`src/rtl/pin_pkg.sv`:
```
// Shared command/response codes and state encodings for the PIN-protected secret store.
package pin_pkg;

  localparam logic [7:0] CMD_SET = 8'h01;
  localparam logic [7:0] CMD_GET = 8'h02;
  localparam logic [7:0] RSP_OK  = 8'h01;
  localparam logic [7:0] RSP_BAD = 8'h00;
  localparam logic [7:0] RSP_ERR = 8'hFF;

  typedef enum logic [1:0] {S_IDLE, S_RX_ARGS, S_EXEC, S_TX_RESP} state_t;

  typedef enum logic [2:0] {RX_IDLE, RX_START, RX_DATA, RX_STOP, RX_WAIT_HIGH} rx_state_t;

endpackage

```
`src/rtl/sync.sv`:
```
// Two-flop synchronizer for an asynchronous single-bit input.
module sync #(
  parameter logic RESET_VAL = 1'b1
) (
  input  logic clk,
  input  logic reset,
  input  logic ext,
  output logic sync_out
);

  logic meta;

  always_ff @(posedge clk or posedge reset) begin
    if (reset) begin
      meta     <= RESET_VAL;
      sync_out <= RESET_VAL;
    end else begin
      meta     <= ext;
      sync_out <= meta;
    end
  end

endmodule

```
`src/rtl/pin_core.sv`:
```
// PIN-protected secret store: UART 8N1 receiver, transmitter and command FSM
// with RTS/CTS flow control and a limited wrong-guess budget.
module pin_core
  import pin_pkg::*;
#(
  parameter int unsigned CLKS_PER_BIT = 104,
  parameter int unsigned PIN_BYTES    = 4,
  parameter int unsigned SECRET_BYTES = 4,
  parameter int unsigned MAX_ATTEMPTS = 10
) (
  input  logic clk,
  input  logic reset,
  input  logic rx,
  input  logic cts,
  output logic tx,
  output logic rts
);

  localparam int unsigned CNT_W  = $clog2(CLKS_PER_BIT);
  localparam int unsigned PIN_W  = 8 * PIN_BYTES;
  localparam int unsigned SEC_W  = 8 * SECRET_BYTES;
  localparam int unsigned ARG_W  = PIN_W + SEC_W;
  localparam int unsigned RESP_W = SEC_W + 8;
  localparam int unsigned ARGN_W = $clog2(PIN_BYTES + SECRET_BYTES + 1);
  localparam int unsigned RL_W   = $clog2(SECRET_BYTES + 2);
  localparam logic [CNT_W-1:0] CNT_HALF = CNT_W'(CLKS_PER_BIT / 2 - 1);
  localparam logic [CNT_W-1:0] CNT_FULL = CNT_W'(CLKS_PER_BIT - 1);

  logic rx_s, cts_s;

  sync #(.RESET_VAL(1'b1)) u_rx_sync  (.clk(clk), .reset(reset), .ext(rx),  .sync_out(rx_s));
  sync #(.RESET_VAL(1'b1)) u_cts_sync (.clk(clk), .reset(reset), .ext(cts), .sync_out(cts_s));

  // UART receiver: mid-bit sampling, glitch abort at the start-bit centre
  rx_state_t        rx_st;
  logic [CNT_W-1:0] rx_cnt;
  logic [2:0]       rx_bit;
  logic [7:0]       rx_byte;
  logic             rx_valid;

  always_ff @(posedge clk or posedge reset) begin
    if (reset) begin
      rx_st    <= RX_IDLE;
      rx_cnt   <= '0;
      rx_bit   <= '0;
      rx_byte  <= '0;
      rx_valid <= 1'b0;
    end else begin
      rx_valid <= 1'b0;
      case (rx_st)
        RX_IDLE: if (!rx_s) begin
          rx_st  <= RX_START;
          rx_cnt <= '0;
        end
        RX_START: if (rx_cnt == CNT_HALF) begin
          rx_cnt <= '0;
          rx_bit <= '0;
          rx_st  <= rx_s ? RX_IDLE : RX_DATA;
        end else rx_cnt <= rx_cnt + CNT_W'(1);
        RX_DATA: if (rx_cnt == CNT_FULL) begin
          rx_cnt  <= '0;
          rx_byte <= {rx_s, rx_byte[7:1]};
          if (rx_bit == 3'd7) rx_st <= RX_STOP;
          else rx_bit <= rx_bit + 3'd1;
        end else rx_cnt <= rx_cnt + CNT_W'(1);
        RX_STOP: if (rx_cnt == CNT_FULL) begin
          rx_cnt   <= '0;
          rx_valid <= rx_s;
          rx_st    <= rx_s ? RX_IDLE : RX_WAIT_HIGH;
        end else rx_cnt <= rx_cnt + CNT_W'(1);
        RX_WAIT_HIGH: if (rx_s) rx_st <= RX_IDLE;
        default: rx_st <= RX_IDLE;
      endcase
    end
  end

  // UART transmitter: cts gates only the start of a frame
  logic              tx_req, tx_busy, tx_done;
  logic [CNT_W-1:0]  tx_cnt;
  logic [3:0]        tx_left;
  logic [8:0]        tx_sh;
  logic [RESP_W-1:0] resp_buf;
  logic              tx_start_c;

  assign tx_start_c = tx_req && !tx_busy && !cts_s;

  always_ff @(posedge clk or posedge reset) begin
    if (reset) begin
      tx      <= 1'b1;
      tx_busy <= 1'b0;
      tx_done <= 1'b0;
      tx_cnt  <= '0;
      tx_left <= '0;
      tx_sh   <= '1;
    end else begin
      tx_done <= 1'b0;
      if (!tx_busy) begin
        if (tx_start_c) begin
          tx_busy <= 1'b1;
          tx      <= 1'b0;
          tx_sh   <= {1'b1, resp_buf[RESP_W-1 -: 8]};
          tx_left <= 4'd9;
          tx_cnt  <= '0;
        end
      end else if (tx_cnt == CNT_FULL) begin
        tx_cnt <= '0;
        if (tx_left == 4'd0) begin
          tx_busy <= 1'b0;
          tx_done <= 1'b1;
        end else begin
          tx      <= tx_sh[0];
          tx_sh   <= {1'b1, tx_sh[8:1]};
          tx_left <= tx_left - 4'd1;
        end
      end else tx_cnt <= tx_cnt + CNT_W'(1);
    end
  end

  // Command FSM and secure store
  state_t            state;
  logic [ARG_W-1:0]  arg;
  logic [ARGN_W-1:0] arg_cnt, arg_need;
  logic              is_set;
  logic [PIN_W-1:0]  pin;
  logic [SEC_W-1:0]  secret;
  logic [7:0]        attempts;
  logic [RL_W-1:0]   resp_left;
  logic              pin_match_c;

  // Single full-width compare keeps timing independent of the guessed PIN
  assign pin_match_c = (arg[PIN_W-1:0] == pin);

  always_ff @(posedge clk or posedge reset) begin
    if (reset) begin
      state     <= S_IDLE;
      rts       <= 1'b1;
      arg       <= '0;
      arg_cnt   <= '0;
      arg_need  <= '0;
      is_set    <= 1'b0;
      pin       <= '0;
      secret    <= '0;
      attempts  <= '0;
      resp_buf  <= '0;
      resp_left <= '0;
      tx_req    <= 1'b0;
    end else begin
      rts <= (state == S_EXEC) || (state == S_TX_RESP);
      case (state)
        S_IDLE: if (rx_valid) begin
          arg_cnt <= '0;
          if (rx_byte == CMD_SET) begin
            is_set   <= 1'b1;
            arg_need <= ARGN_W'(PIN_BYTES + SECRET_BYTES);
            state    <= S_RX_ARGS;
          end else if (rx_byte == CMD_GET) begin
            is_set   <= 1'b0;
            arg_need <= ARGN_W'(PIN_BYTES);
            state    <= S_RX_ARGS;
          end else begin
            resp_buf  <= {RSP_ERR, SEC_W'(0)};
            resp_left <= RL_W'(1);
            tx_req    <= 1'b1;
            state     <= S_TX_RESP;
          end
        end
        S_RX_ARGS: if (rx_valid) begin
          arg <= {arg[ARG_W-9:0], rx_byte};
          if (arg_cnt + ARGN_W'(1) == arg_need) state <= S_EXEC;
          else arg_cnt <= arg_cnt + ARGN_W'(1);
        end
        S_EXEC: begin
          state     <= S_TX_RESP;
          tx_req    <= 1'b1;
          resp_left <= RL_W'(1);
          resp_buf  <= {RSP_BAD, SEC_W'(0)};
          if (is_set) begin
            pin      <= arg[ARG_W-1 -: PIN_W];
            secret   <= arg[SEC_W-1:0];
            attempts <= 8'(MAX_ATTEMPTS);
            resp_buf <= {RSP_OK, SEC_W'(0)};
          end else if (attempts != 8'd0) begin
            if (pin_match_c) begin
              attempts  <= 8'(MAX_ATTEMPTS);
              resp_buf  <= {RSP_OK, secret};
              resp_left <= RL_W'(SECRET_BYTES + 1);
            end else begin
              attempts <= attempts - 8'd1;
            end
          end
        end
        S_TX_RESP: begin
          if (tx_start_c) begin
            tx_req    <= 1'b0;
            resp_buf  <= resp_buf << 8;
            resp_left <= resp_left - RL_W'(1);
          end
          if (tx_done) begin
            if (resp_left == '0) state <= S_IDLE;
            else tx_req <= 1'b1;
          end
        end
        default: state <= S_IDLE;
      endcase
    end
  end

endmodule

```
`config.mk`:
```
export PLATFORM = sky130hd
export DESIGN_NAME = pin_core
export DESIGN_NICKNAME = d
export VERILOG_FILES = /design/src/rtl/pin_pkg.sv /design/src/rtl/sync.sv /design/src/rtl/pin_core.sv
export SDC_FILE = /design/constraint.sdc
export NUM_CORES = 1
export LEC_CHECK = 0
export ABC_AREA = 1
export BUFFER_PORTS_ARGS = -buffer_cell sky130_fd_sc_hd__buf_2
export CAP_MARGIN = 20
export CORE_ASPECT_RATIO = 1.75
export CORE_MARGIN = 2
export CORE_UTILIZATION = 55
export DETAILED_ROUTE_END_ITERATION = 6
export PLACE_DENSITY = 0.71
export SLEW_MARGIN = 30
export SYNTH_ARGS = -nofsm -noshare
export SYNTH_HDL_FRONTEND = slang
export SYNTH_SLANG_ARGS = --single-unit
```
`constraint.sdc`:
```
create_clock -name clk -period 8.9 [get_ports clk]
set_clock_uncertainty 0.05 [all_clocks]
set_input_delay 0.89 -clock clk [delete_from_list [all_inputs] [get_ports clk]]
set_output_delay 0.89 -clock clk [all_outputs]
set_load 0.05 [all_outputs]
```
==> results of run 1 <==
[power by group through the flow]
| stage | clock network [W] | registers [W] | logic [W] |
|---|---|---|---|
| after floorplan | 0 | 0.00110 | 0.0000157 |
| after global placement | 0 | 0.00110 | 0.0000233 |
| after detailed placement | 0 | 0.00110 | 0.0000236 |
| after CTS | 0.000980 | 0.00108 | 0.0000235 |
| after global routing | 0.00103 | 0.00108 | 0.0000267 |
| final | 0.000958 | 0.00108 | 0.0000219 |
[through the flow]
step,power (W),utilization [%]
floorplan,0.001115,-
global placement,0.001123,56.54
detailed placement,0.001123,56.56
CTS,0.002083,60.50
global route,0.002133,60.54
finish,0.002060,60.54
[cells by family after synthesis]
family / after synthesis / synth area share, %
buffers and inverters: 191 / 7.373
DFF: 237 / 55.99
AOI/OAI and AO/OA: 214 / 10.78
adders and majority gates: 14 / 1.649
muxes: 4 / 0.4239
xor gates and xnor gates: 33 / 2.720
and+or+nand+nor: 534 / 21.07
[cells in the final DEF, fill, tap and decap left out, drive strengths merged]
| cell | n |
|---|---|
| ha | 14 |
| clkbuf | 32 |
| o211ai | 8 |
| nand2 | 394 |
| o21a | 2 |
| a221oi | 1 |
| a22oi | 1 |
| xor2 | 10 |
| nand4 | 37 |
| a32o | 1 |
| nor2 | 61 |
| o31ai | 2 |
| mux2 | 4 |
| clkinv | 6 |
| o21ai | 170 |
| nor3 | 10 |
| a21oi | 18 |
| dfstp | 14 |
| xnor2 | 23 |
| or2 | 2 |
| nor3b | 1 |
| a21boi | 1 |
| o2111ai | 1 |
| a21o | 1 |
| buf | 10 |
| nand3 | 29 |
| o22ai | 7 |
| bufinv | 2 |
| inv | 141 |
| dfrtp | 223 |
| a22o | 1 |
[per-layer routing]
metal  GRT usage (%)  wire, µm
met1           25.91      8388
met2           37.58     10860
met3           2.711       502
met4           7.101       647
met5               0         0
[layout make-up]
class                      instances  area (µm²)
fill                            1678        7510
sequential                       237        5948
inverter                         141       539.3
timing repair buffer              10       73.82
multi-input combinational        799        3908
tap                              241       301.5
clock buffer                      32       659.4
clock inverter                     8       90.09
[critical path, stage by stage, from the launching register on]
cell and delay [ns]:
dfrtp_1 0.40, ha_1 0.17, buf_4 0.36, inv_1 0.18, o21ai_4 0.73, inv_4 0.35, o31ai_1 0.16, o21ai_1 0.09
[worst paths after layout]
kind,startpoint,end,cells after the start
worst max-delay path,state[1]$_DFFE_PP0P_,resp_left[0]$_DFFE_PP0P_,7
worst min-delay path,u_rx_sync.meta$_DFF_PP1_,u_rx_sync.sync_out$_DFF_PP1_,0
worst max register to register,state[1]$_DFFE_PP0P_,resp_left[0]$_DFFE_PP0P_,7
worst min register to register,u_rx_sync.meta$_DFF_PP1_,u_rx_sync.sync_out$_DFF_PP1_,0
max in group asynchronous,reset,rx_bit[2]$_DFFE_PP0P_,3
min in group asynchronous,reset,attempts[1]$_DFFE_PP0P_,2
[cells in the mapped netlist (all sizes together)]
library cell | n | share of area [%]
a21boi | 1 | 0.071
a21o | 1 | 0.071
a21oi | 18 | 0.85
a221oi | 1 | 0.082
a22o | 1 | 0.082
a22oi | 1 | 0.071
a32o | 1 | 0.094
buf | 26 | 1.5
clkbuf | 24 | 0.85
dfrtp | 223 | 53
dfstp | 14 | 3.5
ha | 14 | 1.6
inv | 141 | 5.0
mux2 | 4 | 0.42
nand2 | 394 | 14
nand3 | 29 | 1.5
nand4 | 37 | 2.2
nor2 | 61 | 2.6
nor3 | 10 | 0.67
nor3b | 1 | 0.071
o2111ai | 1 | 0.082
o211ai | 8 | 0.57
o21a | 2 | 0.14
o21ai | 170 | 8.1
o22ai | 7 | 0.41
o31ai | 2 | 0.14
or2 | 2 | 0.12
xnor2 | 23 | 1.9
xor2 | 10 | 0.82
[flip-flops by register name (all words and copies together), names as in the netlist, 3 cells and up]
name and flops:
arg 64, arg_cnt 4, attempts 8, pin 32, resp_buf 40, resp_left 3, rx_bit 3, rx_byte 8
rx_cnt 7, rx_st 3, secret 32, tx_cnt 7, tx_left 4, tx_sh 8
==> impl_metrics.yaml, run 1 <==
drt:
  drc: 0
  drt_pass1_iterations: 5
  dr_total_vias: 7674
  final_antenna_net_count: 0
  wl_um: 20400
  drt_iter0_drc: 432
  route.detailed.vias_per_inst: 5.228
  routed_length_per_placed_instance_um: 13.89
sta:
  worst_slew_pin_slew_ns: 0.8730
  slew_viol_final: 0
  rsz_0062_raised_after_global_routing: "no"
  period_needed_ns: 2.660
  layout_setup_ws_ns: 6.240
  final.setup.tns_ns: 0
  finalHoldWorstSlack_ns: 0.3046
  max-slew-margin-rel_pct: 41.58
  setup_viol: 0
  min_period_over_period_pct: 29.89
  fmaxAchievable_ghz: 0.3759
  hold_violations_final: 0
floorplanning:
  die_width_um: 109.1
  dieArea_mm2: 0.02049
  die_height_um: 187.9
  num_rows: 67
  boundaryPins: 6
  initial_core_util_pct: 55.83
  core_region_area_mm2: 0.01903
global_route:
  via_count_of_the_first_global_routing_pass: 7475
  overflow_left_after_global_routing: 0
  grt_antenna_before_repair: 0
  pin_count_of_the_biggest_net_entering_global_routing: 129
  gr-usage-all-layers_pct: 21.09
  global_route_wire_length_before_repair_um: 35020
synth:
  synth_nets: 1245
  synth.ff_latch_count: 237
  postSynthCellCount: 1227
  synth_cell_type_count: 43
  syn_avg_cell_area_um2: 8.658
  syn-cell-area_mm2: 0.01062
  seq_area_frac_synth_pct: 55.99
  synth-warning-count: 0
clock_tree:
  cts.root.buffer_cell: "clkbuf_16"
  h-tree-depth: 1
  max-clock-path-buffers: 3
  cts_tree: "yes"
  cts_buffers: 22
  number_of_gates_resized_after_cts: 0
  post_cts_setup_bufs: 0
  cts.reportedPaths.clkPinSlew_ns: 0.07
  clock-sinks: 237
  hold_bufs_at_cts: 0
  clk_latency_ns: 0.51
place:
  placed_cells: 1428
  replace_congestion: 0.8194
  hpwl_um: 13690
  placedInstanceArea_mm2: 0.01076
  dp_slack_ns: 6.252
  port_buf_inserts: 5
min_path:
  worst_hold_path_type: "reg -> reg"
worst_setup_path:
  startpoint_type: "flop"
  start_to_end_type_of_the_worst_setup_path: "reg -> reg"
  end_kind: "flop"
  regToRegSetupSlack_ns: 6.24
  critical_path_required_ns: 9.22
  path_max_fanout: 43
  arrival_ns: 2.98
power:
  max-vdd-ir-drop_uv: 118.3
  internal-power_w: 0.001653
  pwr-share-comb_pct: 1.1
  seqPwrFrac_pct: 52.4
  power.static_leakage_nw: 5.597
  net_switching_share_of_the_total_power_pct: 19.75
  power.density_cell_area_mw_per_mm2: 178.8
  switchingPower_w: 0.0004068
  power_frac_clock_pct: 46.5
cells_and_area:
  layoutNonFillerInstCount: 1468
  drive_gt1_share_pct: 7.579
  syn_to_final_growth_pct: 8.432
  finalNetCount: 1229
  final_cell_area_excluding_filler_cells_mm2: 0.01152
  n_antenna_cell: 0
job:
  max_cap_violations: 0
outcome:
  outcome: "completed"
Power figures use the tool's default switching activity.
==> run 2, diff against run 1 <==
PLACE_DENSITY = 0.73   (was 0.71)
clock period = 2.2 ns   (was 8.9 ns; I/O delays follow)
==> impl_metrics.yaml, run 2 (synthesis gave the netlist of run 1 again) <==
worst_setup_path:
  timing.critical_path.cells: "inv_1 > ha_1 > inv_1 > nor2_1 > a21oi_1 > nand2_1 > inv_2 > o21ai_4 > inv_8 > nand2_1 > o21ai_1"
  end_kind: "flop"
  critical_path_required_ns: 2.57
  startpoint_type: "flop"
  arrival_ns: 2.37
  critPathMaxStageDelay_ns: 0.40
  critical_path.slowest_cell: "dfrtp_1"
  start_to_end_type_of_the_worst_setup_path: "reg -> reg"
  path_max_fanout: 43
power:
  power.density_cell_area_mw_per_mm2: 691.7
  power.static_leakage_nw: 5.680
  totalPowerFinal_w: 0.008085
  max-vdd-ir-drop_uv: 647.5
clock_tree:
  max-clock-path-buffers: 3
  cts.reportedPaths.clkPinSlew_ns: 0.06
  cts.root.buffer_cell: "clkbuf_16"
  clock-sinks: 237
  cts_tree: "yes"
  post_cts_setup_bufs: 0
  cts_buffers: 22
  h-tree-depth: 1
  clk_latency_ns: 0.51
sta:
  max-slew-margin-rel_pct: 69.81
  setup_viol: 0
  slew_viol_final: 0
  rsz_0062_raised_after_global_routing: "no"
  fmaxAchievable_ghz: 0.4997
  period_needed_ns: 2.001
  hold_violations_final: 0
  worst_slew_pin_slew_ns: 0.4514
  final.setup.tns_ns: 0
  min_period_over_period_pct: 90.96
floorplanning:
  initial_core_util_pct: 55.83
  boundaryPins: 6
  die_height_um: 187.9
  num_rows: 67
  dieArea_mm2: 0.02049
  die_width_um: 109.1
  core_region_area_mm2: 0.01903
place:
  replace_congestion: 0.8270
  port_buf_inserts: 5
  hpwl_um: 14560
cells_and_area:
  nFillCells: 1600
  finalNetCount: 1251
  register_area_mm2: 0.005948
  syn_to_final_growth_pct: 10.02
  layout.cells.most_common: "nand2_1"
  largest_register: "arg"
  layout.cells.most_common_list: "nand2_1, dfrtp_1, o21ai_0"
  number_of_flip_flops_under_the_largest_register_name: 64
  reg.largest.list: "arg: 64 flops, resp_buf: 40 flops"
  drive_gt1_share_pct: 8.587
  multi_input_comb_area_mm2: 0.003908
  n_antenna_cell: 0
global_route:
  grt_antenna_before_repair: 0
  global_route_wire_length_before_repair_um: 36000
  overflow_left_after_global_routing: 0
  pin_count_of_the_biggest_net_entering_global_routing: 87
  gr-usage-all-layers_pct: 21.61
  via_count_of_the_first_global_routing_pass: 7687
outcome:
  outcome: "completed"
job:
  max_cap_violations: 0
min_path:
  worst_hold_path_type: "in -> async"
drt:
  drt_iter0_drc: 531
  dr_total_vias: 7797
  final_antenna_net_count: 0
  drc: 0
  drt_pass1_iterations: 5
  wl_um: 20830
  routed_length_per_placed_instance_um: 14.01
  route.detailed.vias_per_inst: 5.243
## run 2: changes by cell type in the layout (fill, tap and decap cells not counted), moves of 2 or more
cell	previous run	this run
buf_4	2	17
buf_12	0	6
dlygate4sd3_1	0	3
buf_6	3	1
bufinv_16	2	0
clkinv_2	6	3
clkbuf_1	4	6
## run 2: worst max-delay path: cells and delay by family (launching register included)
family	cells	cell delay, ns
buffers and inverters	4	0.53
adder cells (fa/ha/maj)	1	0.22
AND/OR/NAND/NOR	3	0.29
AO/OA/AOI/OAI	3	0.40
flip-flops	1	0.40
## run 2: per-layer routing
metal / share of wire (%) / up-vias / track usage [%]
met5: 0 / - / 0
met4: 3.0 / 0 / 7.150
met3: 2.7 / 40 / 2.676
met2: 53 / 102 / 38.22
met1: 41 / 3733 / 26.97
li1: - / 3922 / -
## run 2: layout make-up
type | instances | area share [%]
multi-input combinational | 799 | 33.43
inverter | 141 | 4.624
timing repair buffer | 32 | 2.687
clock inverter | 4 | 0.2034
tap | 241 | 2.580
sequential | 237 | 50.89
clock buffer | 33 | 5.588
## run 2: timing repair
action                     4_1_cts  5_1_grt
hold endpoints to repair       158        0
hold buffers                     3        0
resized for setup                0        3
setup endpoints to repair        0       41
## run 2: power breakdown
| part | leakage [nW] | switching (W) | internal (W) |
|---|---|---|---|
| sequential | 3.25 | 0.00000328 | 0.00437 |
| combinational | 2.10 | 0.0000855 | 0.0000193 |
| clock | 0.335 | 0.00157 | 0.00205 |
## run 2: final timing paths
kind | slack [ns] | start | depth (start not counted) | to
min in group clk | 0.30 | rx | 2 | u_rx_sync.meta$_DFF_PP1_
max in group asynchronous | 1.21 | reset | 4 | u_cts_sync.sync_out$_DFF_PP1_
setup / recovery | 0.20 | state[0]$_DFFE_PP0P_ | 11 | resp_buf[2]$_DFFE_PP0P_
setup reg to reg | 0.20 | state[0]$_DFFE_PP0P_ | 11 | resp_buf[2]$_DFFE_PP0P_
hold reg to reg | 0.30 | u_rx_sync.meta$_DFF_PP1_ | 0 | u_rx_sync.sync_out$_DFF_PP1_
hold / removal | 0.17 | reset | 3 | secret[11]$_DFFE_PP0P_
## run 2: stage by stage
stage	setup WS [ns]	utilization [%]	instances	hold WS, ns	area, µm²
finish	0.1988	61.42	1487	0.1711	11690
CTS	0.05411	61.38	1487	0.1654	11680
detailed placement	0.07219	57.66	1447	0.1385	10970
global placement	0.2305	57.66	1447	0.1388	10970
global route	0.009276	61.42	1487	0.1828	11690
floorplan	-1.164	-	1227	0.1745	10630
==> run 3, diff against run 2 <==
PLACE_DENSITY = 0.71   (was 0.73)
clock period = 2.3 ns   (was 2.2 ns; I/O delays follow)
==> impl_metrics.yaml, run 3 (synthesis gave the netlist of run 1 again) <==
worst_setup_path:
  end_kind: "flop"
  critical_path_required_ns: 2.68
  arrival_ns: 2.44
  startpoint_type: "flop"
  path_buf_inv: 4
  timing.critical_path.cells: "inv_1 > ha_1 > inv_1 > nor2_1 > a21oi_1 > nand2_1 > inv_2 > o21ai_4 > inv_4 > nand2_1 > o21ai_1"
  start_to_end_type_of_the_worst_setup_path: "reg -> reg"
  critical_path.slowest_cell: "dfrtp_1"
  cp_top_family: "buffers and inverters"
  path_max_fanout: 43
  critPathMaxStageDelay_ns: 0.40
min_path:
  worst_hold_path_type: "reg -> reg"
drt:
  routed_length_per_placed_instance_um: 13.85
  dr_total_vias: 7717
  drt_pass1_iterations: 5
  drt_iter0_drc: 437
  wl_um: 20510
  drc: 0
  final_antenna_net_count: 0
  route.detailed.vias_per_inst: 5.211
power:
  switchingPower_w: 0.001553
  internal-power_w: 0.006153
  power.density_cell_area_mw_per_mm2: 663.5
  net_switching_share_of_the_total_power_pct: 20.15
  seqPwrFrac_pct: 54.2
  power_frac_clock_pct: 44.6
  power.static_leakage_nw: 5.642
  max-vdd-ir-drop_uv: 483.5
  pwr-share-comb_pct: 1.2
cells_and_area:
  finalNetCount: 1244
  drive_gt1_share_pct: 7.903
  number_of_flip_flops_under_the_largest_register_name: 64
  largest_register: "arg"
  layoutNonFillerInstCount: 1481
  layout.cells.most_common_list: "nand2_1, dfrtp_1, o21ai_0"
  n_antenna_cell: 0
  reg.largest.list: "arg: 64 flops, resp_buf: 40 flops"
  syn_to_final_growth_pct: 9.304
  final_cell_area_excluding_filler_cells_mm2: 0.01161
  nFillCells: 1630
  layout.cells.most_common: "nand2_1"
  post_layout_utilization_of_the_core_pct: 61.02
floorplanning:
  boundaryPins: 6
  core_region_area_mm2: 0.01903
  dieArea_mm2: 0.02049
  die_height_um: 187.9
  initial_core_util_pct: 55.83
  num_rows: 67
  die_width_um: 109.1
sta:
  worst_slew_pin_slew_ns: 0.7902
  period_needed_ns: 2.067
  final.setup.tns_ns: 0
  rsz_0062_raised_after_global_routing: "no"
  min_period_over_period_pct: 89.87
  fmaxAchievable_ghz: 0.4838
  finalHoldWorstSlack_ns: 0.3067
  setup_viol: 0
  slew_viol_final: 0
  hold_violations_final: 0
  max-slew-margin-rel_pct: 47.27
global_route:
  groute.layer.met1.usage_pct: 25.71
  global_route_wire_length_before_repair_um: 35090
  pin_count_of_the_biggest_net_entering_global_routing: 129
  overflow_left_after_global_routing: 0
  global_route.usage.met2_pct: 37.17
  met3_usage_pct: 2.398
  busiest_layer: "met2"
  grt_antenna_before_repair: 0
  via_count_of_the_first_global_routing_pass: 7624
  gr-usage-all-layers_pct: 20.99
place:
  placedInstanceArea_mm2: 0.01091
  hpwl_um: 13930
  placed_cells: 1440
  replace_congestion: 0.8261
  port_buf_inserts: 5
clock_tree:
  clock-sinks: 237
  cts_tree: "yes"
  cts.reportedPaths.clkPinSlew_ns: 0.06
  clk_latency_ns: 0.50
  cts.root.buffer_cell: "clkbuf_16"
  max-clock-path-buffers: 3
  cts_buffers: 22
  h-tree-depth: 1
outcome:
  outcome: "completed"
job:
  max_cap_violations: 0
[run 3: cell count changes in the layout (fill, tap and decap cells not counted), sizes merged]
cell	change
buf	-7
clkinv	-2
clkbuf	+3
[run 3: path summary, 6_finish.rpt]
path,startpoint,end,slack [ns],depth (start not counted)
max in group asynchronous,reset,tx_cnt[3]$_DFFE_PP0P_,1.25,4
min in group asynchronous,reset,attempts[3]$_DFFE_PP0P_,0.40,4
setup reg to reg,state[0]$_DFFE_PP0P_,resp_buf[3]$_DFFE_PP0P_,0.23,11
setup / recovery,state[0]$_DFFE_PP0P_,resp_buf[3]$_DFFE_PP0P_,0.23,11
hold / removal,u_rx_sync.meta$_DFF_PP1_,u_rx_sync.sync_out$_DFF_PP1_,0.31,0
hold reg to reg,u_rx_sync.meta$_DFF_PP1_,u_rx_sync.sync_out$_DFF_PP1_,0.31,0
[run 3: layout make-up]
class                           instances  area (µm²)  share of cell area [%]
Clock inverter                          2       10.01                 0.08620
Sequential cell                       237        5948                   51.22
Clock buffer                           36       664.4                   5.721
Timing Repair Buffer                   25       245.2                   2.112
Inverter                              141       535.5                   4.612
Multi-Input combinational cell        799        3908                   33.65
Tap cell                              241       301.5                   2.597
[run 3: timing repair]
item / in CTS / in global routing
setup endpoints to repair: 0 / 0
resized for setup: 0 / 0
hold endpoints to repair: 225 / 0
hold buffers: 3 / 0
buffers inserted: 0 / 0
[run 3: routing by layer]
metal | vias to the layer above | wire [µm]
met5 | - | 0
met4 | 0 | 728
met3 | 50 | 492
met2 | 86 | 10730
met1 | 3682 | 8560
li1 | 3899 | -
[run 3: power by group through the flow]
stage	combinational (W)	clock, W	sequential (W)
after floorplan	0.0000616	0	0.00426
after global placement	0.0000960	0	0.00426
after detailed placement	0.0000963	0	0.00426
after CTS	0.000100	0.00352	0.00418
after global routing	0.000111	0.00370	0.00418
final	0.0000925	0.00343	0.00418
[run 3: per-stage QoR]
| stage | setup WS (ns) | power (W) |
|---|---|---|
| after floorplan | -1.074 | 0.004318 |
| after global placement | 0.3658 | 0.004352 |
| after detailed placement | 0.2772 | 0.004352 |
| after CTS | 0.2451 | 0.007795 |
| after global routing | 0.03098 | 0.007990 |
| final | 0.2329 | 0.007705 |
[run 3: worst register-to-register path, cell delays in order (launching register included)]
cell	delay [ns]
dfrtp_1	0.40
inv_1	0.08
ha_1	0.22
inv_1	0.10
nor2_1	0.06
a21oi_1	0.20
nand2_1	0.14
inv_2	0.09
o21ai_4	0.07
inv_4	0.33
nand2_1	0.13
o21ai_1	0.12
